[src/rtl/core_ctrl_if.sv]
// core_ctrl request/status and corelet instruction bus.
// master drives inst/busy/done; slave issues start.
interface core_ctrl_if;
  logic        start;
  logic        busy;
  logic        done;
  logic [33:0] inst;

  modport master (
    input  start,
    output busy,
    output done,
    output inst
  );

  modport slave (
    output start,
    input  busy,
    input  done,
    input  inst
  );
endinterface

[src/rtl/core_ctrl.sv]
// Convolution-pass sequencer for the corelet, xmem and pmem.
// Drives a registered 34-bit instruction word each cycle.
module core_ctrl #(
  parameter int          col    = 8,
  parameter int          row    = 8,
  parameter int          LEN    = 36,
  parameter int          KIJ    = 9,
  parameter int          DRAIN  = 16,
  parameter logic [10:0] W_BASE = 11'd64
) (
  input  logic        clk,
  input  logic        reset,
  core_ctrl_if.master bus
);

  localparam int CW = 12;
  localparam int AW = 11;
  localparam logic [33:0] IDLE_W = 34'h1800C0000;

  typedef enum logic [3:0] {
    S_IDLE,
    S_WFILL,
    S_WLOAD,
    S_AFILL,
    S_EXEC,
    S_DRAIN,
    S_OUT,
    S_ACC,
    S_DONE
  } state_t;

  state_t          state_q, state_d;
  logic [CW-1:0]   i_q, i_d;
  logic [CW-1:0]   kij_q, kij_d;
  logic [CW-1:0]   o_q, o_d;
  logic [CW-1:0]   span;
  logic            last;
  logic [33:0]     inst_q, inst_d;
  logic            busy_q, done_q;

  // Step count of the current state; i wraps at the last step.
  always_comb begin
    span = CW'(1);
    unique case (state_q)
      S_WFILL: span = CW'(col + 1);
      S_WLOAD: span = CW'(col + row);
      S_AFILL: span = CW'(LEN + 1);
      S_EXEC:  span = CW'(LEN);
      S_DRAIN: span = CW'(DRAIN);
      S_OUT:   span = CW'(LEN + 1);
      S_ACC:   span = CW'(KIJ + 3);
      default: span = CW'(1);
    endcase
    last = (i_q == span - CW'(1));
  end

  // Next state and counters.
  always_comb begin
    state_d = state_q;
    i_d     = last ? '0 : i_q + CW'(1);
    kij_d   = kij_q;
    o_d     = o_q;
    unique case (state_q)
      S_IDLE: begin
        i_d = '0;
        if (bus.start) begin
          state_d = S_WFILL;
          kij_d   = '0;
          o_d     = '0;
        end
      end
      S_WFILL: if (last) state_d = S_WLOAD;
      S_WLOAD: if (last) state_d = S_AFILL;
      S_AFILL: if (last) state_d = S_EXEC;
      S_EXEC:  if (last) state_d = S_DRAIN;
      S_DRAIN: if (last) state_d = S_OUT;
      S_OUT: begin
        if (last) begin
          if (kij_q < CW'(KIJ - 1)) begin
            kij_d   = kij_q + CW'(1);
            state_d = S_WFILL;
          end else begin
            o_d     = '0;
            state_d = S_ACC;
          end
        end
      end
      S_ACC: begin
        if (last) begin
          if (o_q == CW'(LEN - 1)) state_d = S_DONE;
          else                     o_d     = o_q + CW'(1);
        end
      end
      S_DONE:  state_d = S_IDLE;
      default: state_d = S_IDLE;
    endcase
  end

  // Instruction word for the upcoming cycle, decoded from next state.
  always_comb begin
    inst_d = IDLE_W;
    unique case (state_d)
      S_WFILL: begin
        if (i_d < CW'(col)) begin
          inst_d[19]   = 1'b0;
          inst_d[17:7] = W_BASE + AW'(kij_d) * AW'(col) + AW'(i_d);
        end
        if (i_d != '0) inst_d[2] = 1'b1;
      end
      S_WLOAD: begin
        if (i_d < CW'(col)) begin
          inst_d[3] = 1'b1;
          inst_d[0] = 1'b1;
        end
      end
      S_AFILL: begin
        if (i_d < CW'(LEN)) begin
          inst_d[19]   = 1'b0;
          inst_d[17:7] = AW'(i_d);
        end
        if (i_d != '0) inst_d[2] = 1'b1;
      end
      S_EXEC: begin
        inst_d[3] = 1'b1;
        inst_d[1] = 1'b1;
      end
      S_OUT: begin
        if (i_d < CW'(LEN)) inst_d[6] = 1'b1;
        if (i_d != '0) begin
          inst_d[32]    = 1'b0;
          inst_d[31]    = 1'b0;
          inst_d[30:20] = AW'(kij_d) * AW'(LEN) + AW'(i_d) - AW'(1);
        end
      end
      S_ACC: begin
        if (i_d < CW'(KIJ)) begin
          inst_d[32]    = 1'b0;
          inst_d[30:20] = AW'(i_d) * AW'(LEN) + AW'(o_d);
        end
        if (i_d != '0 && i_d <= CW'(KIJ)) inst_d[33] = 1'b1;
        if (i_d == CW'(KIJ + 1)) inst_d[5] = 1'b1;
        if (i_d == CW'(KIJ + 2)) begin
          inst_d[32]    = 1'b0;
          inst_d[31]    = 1'b0;
          inst_d[30:20] = AW'(KIJ) * AW'(LEN) + AW'(o_d);
        end
      end
      default: inst_d = IDLE_W;
    endcase
  end

  // State, counters and registered outputs.
  always_ff @(posedge clk) begin
    if (reset) begin
      state_q <= S_IDLE;
      i_q     <= '0;
      kij_q   <= '0;
      o_q     <= '0;
      inst_q  <= IDLE_W;
      busy_q  <= 1'b0;
      done_q  <= 1'b0;
    end else begin
      state_q <= state_d;
      i_q     <= i_d;
      kij_q   <= kij_d;
      o_q     <= o_d;
      inst_q  <= inst_d;
      busy_q  <= (state_d != S_IDLE);
      done_q  <= (state_d == S_DONE);
    end
  end

  assign bus.inst = inst_q;
  assign bus.busy = busy_q;
  assign bus.done = done_q;

endmodule

[src/flat_wrapper.sv]
// flat-port wrapper written by rule: the top's interface ports become plain ports
module core_ctrl_flat 
#(
  parameter int          col    = 8,
  parameter int          row    = 8,
  parameter int          LEN    = 36,
  parameter int          KIJ    = 9,
  parameter int          DRAIN  = 16,
  parameter logic [10:0] W_BASE = 11'd64
)
  (clk, reset, bus_start, bus_busy, bus_done, bus_inst);
  core_ctrl_if bus_i ();
  input  logic clk;
  input  logic reset;
  input wire logic [$bits(bus_i.start)-1:0] bus_start;
  output wire logic [$bits(bus_i.busy)-1:0] bus_busy;
  output wire logic [$bits(bus_i.done)-1:0] bus_done;
  output wire logic [$bits(bus_i.inst)-1:0] bus_inst;
  assign bus_i.start = bus_start;
  assign bus_busy = bus_i.busy;
  assign bus_done = bus_i.done;
  assign bus_inst = bus_i.inst;
  core_ctrl #(.col(col), .row(row), .LEN(LEN), .KIJ(KIJ), .DRAIN(DRAIN), .W_BASE(W_BASE)) u_core (.clk(clk), .reset(reset), .bus(bus_i));
endmodule
[config.mk]
export PLATFORM = sky130hd
export DESIGN_NAME = core_ctrl_flat
export DESIGN_NICKNAME = d
export VERILOG_FILES = /design/src/rtl/core_ctrl_if.sv /design/src/rtl/core_ctrl.sv /design/src/flat_wrapper.sv
export SDC_FILE = /design/constraint.sdc
export NUM_CORES = 1
export LEC_CHECK = 0
export BUFFER_PORTS_ARGS = -buffer_cell sky130_fd_sc_hd__clkbuf_2
export CORE_ASPECT_RATIO = 1.25
export CORE_MARGIN = 3
export CORE_UTILIZATION = 50
export CTS_BUF_LIST = sky130_fd_sc_hd__clkbuf_2
export CTS_CLUSTER_DIAMETER = 150
export DETAILED_ROUTE_END_ITERATION = 12
export PLACE_DENSITY = 0.76
export RECOVER_POWER = 50
export SYNTH_ARGS = -nofsm -noshare
export SYNTH_HDL_FRONTEND = slang
export SYNTH_SLANG_ARGS = --single-unit
[constraint.sdc]
create_clock -name clk -period 4.9 [get_ports clk]
set_clock_uncertainty 0.2 [all_clocks]
set_input_delay 0.735 -clock clk [delete_from_list [all_inputs] [get_ports clk]]
set_output_delay 0.735 -clock clk [all_outputs]
set_load 0.03 [all_outputs]
Word-level counts from Yosys, hierarchy flattened
Index checks and enable logic that the tools add are counted.

storage, ports and cells
  register bits = 76
  input port bits = 3
  output and inout port bits = 36
  word-level logic and storage cells = 116

cells by class
  muxes and demuxes = 42
  $lt $le $gt $ge = 5
  reduce and logical (&&, ||, !) cells = 15
  bitwise logic cells = 4
  $mul = 2
  eq/ne operators = 24
  add/sub/neg operators = 10

operator list
  cell                     number
  $mux W12                 10
  $add A12 B1 Y12 const B  3
  $lt A12 B4 Y1 const B    3
  $mux W4                  9
  $pmux W12 S3             1
  $add A11 B11 Y11         3
  $mux W11                 3
  $pmux W4 S8              1
  $pmux W6 S5              1
  $eq A4 B3 Y1 const B     7
  $mux W13                 2
  $pmux W13 S2             1
  $eq A12 B4 Y1 const B    2
  $pmux W12 S2             1
  $mul A11 B4 Y9 const B   2
  $pmux W11 S2             1
  $eq A4 B2 Y1 const B     4
  $reduce_or A2 Y1         7
  $eq A12 B12 Y1           1
  $eq A12 B6 Y1 const B    1
  $le A12 B4 Y1 const B    1
  $lt A12 B6 Y1 const B    1
  $reduce_bool A12 Y1      1
  $add A7 B11 Y11 const A  1
  other kinds (18)         35

Longest topological paths before layout
  depth after elaboration = 12
  depth in mapped cells = 27
  mapped depth without buffers = 26

Least setup slack after synthesis
Ideal clock, no wire load.

  path type = reg2reg
  start = register u_core.state_q[1]
  end = register u_core.inst_q[29] (netlist: u_core.bus.inst[29])
  path buffers = 2
  setup slack = -392 ps
  period minus slack after synthesis = 5292 ps
  setup time = 126 ps
  data arrival time = 4967 ps
  required time = 4574 ps
  cell stages (with the launch flop) = 27
  path through = dfxtp_1 buf_4 nor2b_4 mux2_2 inv_1 ha_1 xnor2_1 nor3_1 o2111ai_1 or3_1 buf_2 o21ai_0 o21ai_0 a32oi_1 inv_1 ha_1 ha_1 inv_1 fa_1 ha_1 inv_1 ha_1 a21o_1 a21oi_1 xnor2_1 a22oi_1 o21ai_0

between the ends
  longest elaborated chain between the ends = 12
  elaborated cells between the ends (all ways) = 45
  those cells by class = 5 x add/sub; 2 x mul; 1 x order compare; 11 x eq/ne; 22 x mux; 4 x reduce/logical

ends and longest elaborated chain
  element                               line              source
  start, declared                       core_ctrl.sv:32   state_t state_q, state_d;
  start signal, assigned                core_ctrl.sv:163  state_q <= state_d;
  $eq A4 B2 Y1 (tied with other cells)  core_ctrl.sv:44   unique case (state_q)
  $reduce_or A2 Y1 (no line)            --
  $pmux W6 S5                           core_ctrl.sv:44
  $sub A6 B1 Y7                         core_ctrl.sv:54   last = (i_q == span - CW'(1));
  $eq A12 B12 Y1                        core_ctrl.sv:54
  $mux W12                              core_ctrl.sv:78   if (last) begin
  $pmux W12 S2 *                        core_ctrl.sv:63   unique case (state_q)
  net u_core.kij_d[1]                   core_ctrl.sv:34   logic [CW-1:0] kij_q, kij_d;
  $mul A11 B4 Y9 *                      core_ctrl.sv:132  inst_d[30:20] = AW'(kij_d) * AW'(LEN) + AW'(i_d) - AW'(1);
  $add A11 B11 Y11 *                    core_ctrl.sv:132
  $sub A11 B1 Y11 *                     core_ctrl.sv:132
  $mux W13 *                            core_ctrl.sv:129  if (i_d != '0) begin
  $pmux W13 S2 *                        core_ctrl.sv:102  unique case (state_d)
  end signal, assigned                  core_ctrl.sv:167  inst_q <= inst_d;
  end, declared                         core_ctrl.sv:38   logic [33:0] inst_q, inst_d;

The timed path passes the listed nets; every way through them passes the cells marked *. The select of a mux whose other input is x is not followed.
A chain may end at the register's enable or synchronous reset.

Worst setup path in the final report
  start = register u_core.state_q[3]
  end = register u_core.inst_q[30] (netlist: u_core.bus.inst[30])

between the ends
  longest elaborated chain between the ends = 12
  elaborated cells between the ends (all ways) = 45
  those cells by class = 5 x add/sub; 2 x mul; 1 x order compare; 11 x eq/ne; 22 x mux; 4 x reduce/logical

ends and longest elaborated chain
  element                                              line              source
  $eq A4 B2 Y1 / $eq A4 B3 Y1 (equally long branches)  core_ctrl.sv:44
  $reduce_or A2 Y1 (no line)                           --
  $pmux W6 S5                                          core_ctrl.sv:44
  $sub A6 B1 Y7                                        core_ctrl.sv:54
  $eq A12 B12 Y1                                       core_ctrl.sv:54
  $mux W12                                             core_ctrl.sv:60   i_d = last ? '0 : i_q + CW'(1);
  $mux W12 *                                           core_ctrl.sv:63
  net u_core.i_d[3]                                    core_ctrl.sv:33   logic [CW-1:0] i_q, i_d;
  $mul A11 B4 Y9                                       core_ctrl.sv:138  inst_d[30:20] = AW'(i_d) * AW'(LEN) + AW'(o_d);
  $add A11 B11 Y11                                     core_ctrl.sv:138
  $mux W11                                             core_ctrl.sv:136  if (i_d < CW'(KIJ)) begin
  $mux W13                                             core_ctrl.sv:142  if (i_d == CW'(KIJ + 2)) begin
  $pmux W13 S2 *                                       core_ctrl.sv:102

Marked as above.

==> reports/qor.yml <==
final_cell_mix: "buf_4 (93), dfxtp_1 (70), nor2_1 (63)"
synth_warnings: 0
arrival_ps: 5410
fmax_mhz: 195
io_pins: 39
cell_internal_pwr_uw: 1780
holdPathStages: 1
post-place-ws_ps: -173
syn2layout_area_growth_pct: 25.6
syn-cell-area_um2: 5540
port_buffers: 36
reg2regPathDepth: 23
gp_congestion: 0.971
finalNetCount: 875
synth_edf_count: 0
power_frac_comb: 0.659
cts-buffers-inserted: 9
die-area_um2: 12400
avgSynthCellArea_um2: 8.04
status: "finished, violations left"
ys_seq_elements: 74
path_class: "flop to flop"
htree_levels: 3
cp_data_required_time_ps: 5170
cts_tree: "done"
initialDrtViolationCount: 472
cp_slowest_cell: "or3_4"
netlist-cell-type-count: 73
grt_pass1_vias: 5412
grt_start_max_net_pins: 27
slew_headroom: 0.420
yosysSeqAreaShare: 0.267
finalCriticalPeriod_ps: 5130
tightest_slew_ps: 862
clk_path_buf_depth: 2
instances_no_fill: 942
max-cap-violations: 0
setup.worst_path.start_class: "flop"
hold_viol: 0
power_density_nw_per_um2: 468
die_w_um: 100
cp_cell_sequence: "or2_1, mux2_4, inv_2, ha_4, xor2_2, and3_1, buf_4, buf_4, and3_4, or3_4, inv_2, ha_1, ha_2, inv_1, fa_2, xnor2_2, ha_1, or2_4, a21oi_2, a21oi_1, xnor2_1, xnor2_1, o221ai_2"
syn_inst: 689
ys_async_sr_fraction: 0
worstSkewPairLatency_ps: 590
avgViaCountPerCell: 5.99
slowest_delay_ps: 390
place_inst: 895
vias: 5646
synth_flop_cell: "dfxtp_1"
reg2reg_slack_ps: -230
grt_overflow: 0
ir_drop_uv: 405
swShare: 0.455
synth_nets: 759
end_kind: "flop"
layout_setup_ws_ps: -234
insertedDiodeCount: 0
grt_pass1_wl_um: 25800
crit_path_max_fanout: 6
drv_slew: 0
clk_pin_slew_worst_paths_ps: 250
drc: 0
hold_class: "flop to flop"
drtPass1Iterations: 6
rows: 42
p_leak_uw: 0.00323
grt.total_usage: 0.264
antenna_found_initial: 0
layout_commonest_cell: "buf_4"
drtAntennaViolNets: 0
drt-total-wl_um: 16800
p_clk_frac: 0.135
initial_core_util: 0.517
period_share: 1.05
die_h_um: 124
hpwl_um: 12300
wl_per_cell_um: 17.9
core-area_um2: 10700
power.switching_uw: 1480
drive_gt1_frac: 0.244
cts.sink_count: 74
cts-root-buf: "clkbuf_2"
holdWs_ps: 291
grt_setup_unrepaired: "yes"
tns_ps: -622
violations: "negative setup slack"
setup_viol: 4
seqPwrFrac: 0.206
layer usage:
metal,global-route usage,up-vias,share of wire
li1,-,2631,-
met1,0.290,2662,0.38
met2,0.476,271,0.50
met3,0.0392,82,0.056
met4,0.159,0,0.063
met5,0,-,0
what timing repair did:
action,4_1_cts,5_1_grt
resized for setup,24,37
buffers inserted,23,9
pin swaps,28,37
hold buffers,0,0
endpoints found under the setup margin,6,13
flip-flops by register name, indices dropped and copies added (netlist names), named ones only:
name and count:
u_core.i_q 12, u_core.bus.inst 32, u_core.state_q 4, u_core.kij_q 10, u_core.bus.busy 1, u_core.o_q 12
u_core.bus.done 1
logic make-up after synthesis:
group | after synthesis | share of synthesized area
multiplexers | 6 | 0.0113
adder cells (fa/ha/maj) | 67 | 0.158
AO/OA/AOI/OAI | 147 | 0.173
flip-flops | 74 | 0.267
AND/OR/NAND/NOR | 243 | 0.229
XOR/XNOR | 60 | 0.0949
buffers and inverters | 90 | 0.0648
other | 2 | 0.00136
power groups by stage:
stage                     Clock (uW)  Sequential [uW]  Combinational, uW
final                            440              671               2150
after global placement             0              679               1700
after global routing             464              676               2280
after CTS                        443              670               1930
after detailed placement           0              682               1720
after floorplan                    0              726               1050
final cells by class:
type,instances,area (um^2)
Timing Repair Buffer,132,847
Tap cell,132,165
Inverter,63,239
Sequential cell,74,1490
Fill cell,890,3760
Multi-Input combinational cell,525,4070
Clock buffer,9,45.0
Clock inverter,7,108
worst paths after layout:
path,startpoint,endpoint
hold / removal,flop,flop
setup / recovery,u_core.state_q[3],u_core.bus.inst[30]
setup reg to reg,u_core.state_q[3],u_core.bus.inst[30]
hold reg to reg,flop,flop
worst max-delay path: cells and delay by family (launching register included):
| kind | cells | cell delay, ps |
|---|---|---|
| buffers and inverters | 5 | 500 |
| AOI/OAI and AO/OA | 3 | 370 |
| DFF | 1 | 380 |
| xor gates and xnor gates | 4 | 750 |
| and+or+nand+nor | 5 | 1310 |
| adders and majority gates | 5 | 1220 |
| muxes | 1 | 280 |
metrics by stage:
step / utilization / area, um^2 / total power [uW]
2_1_floorplan: - / 5660 / 1780
3_3_place_gp: 0.593 / 6360 / 2380
3_5_place_dp: 0.593 / 6360 / 2400
4_1_cts: 0.632 / 6770 / 3040
5_1_grt: 0.649 / 6960 / 3420
6_report: 0.649 / 6960 / 3260
synth_stat cells, types with 5 or more instances:
cell / n / area share
nor3_1: 22 / 0.020
ha_1: 62 / 0.14
a21o_1: 17 / 0.023
nor4_1: 10 / 0.011
a31oi_1: 9 / 0.010
clkbuf_1: 16 / 0.011
a22oi_1: 6 / 0.0081
or3_1: 9 / 0.010
xnor2_1: 45 / 0.071
fa_1: 5 / 0.018
a21oi_1: 42 / 0.038
dfxtp_1: 74 / 0.27
nor2_1: 64 / 0.043
nand2_1: 44 / 0.030
nand4_1: 5 / 0.0056
o21ai_0: 22 / 0.020
nor2b_1: 8 / 0.0090
xor2_1: 15 / 0.024
and3_1: 9 / 0.010
o21bai_1: 5 / 0.0068
o21ai_1: 6 / 0.0054
nand2b_1: 7 / 0.0079
inv_1: 60 / 0.041
and2_1: 13 / 0.015
nand3_1: 20 / 0.018
No activity file was read; power rests on OpenSTA's default activity.
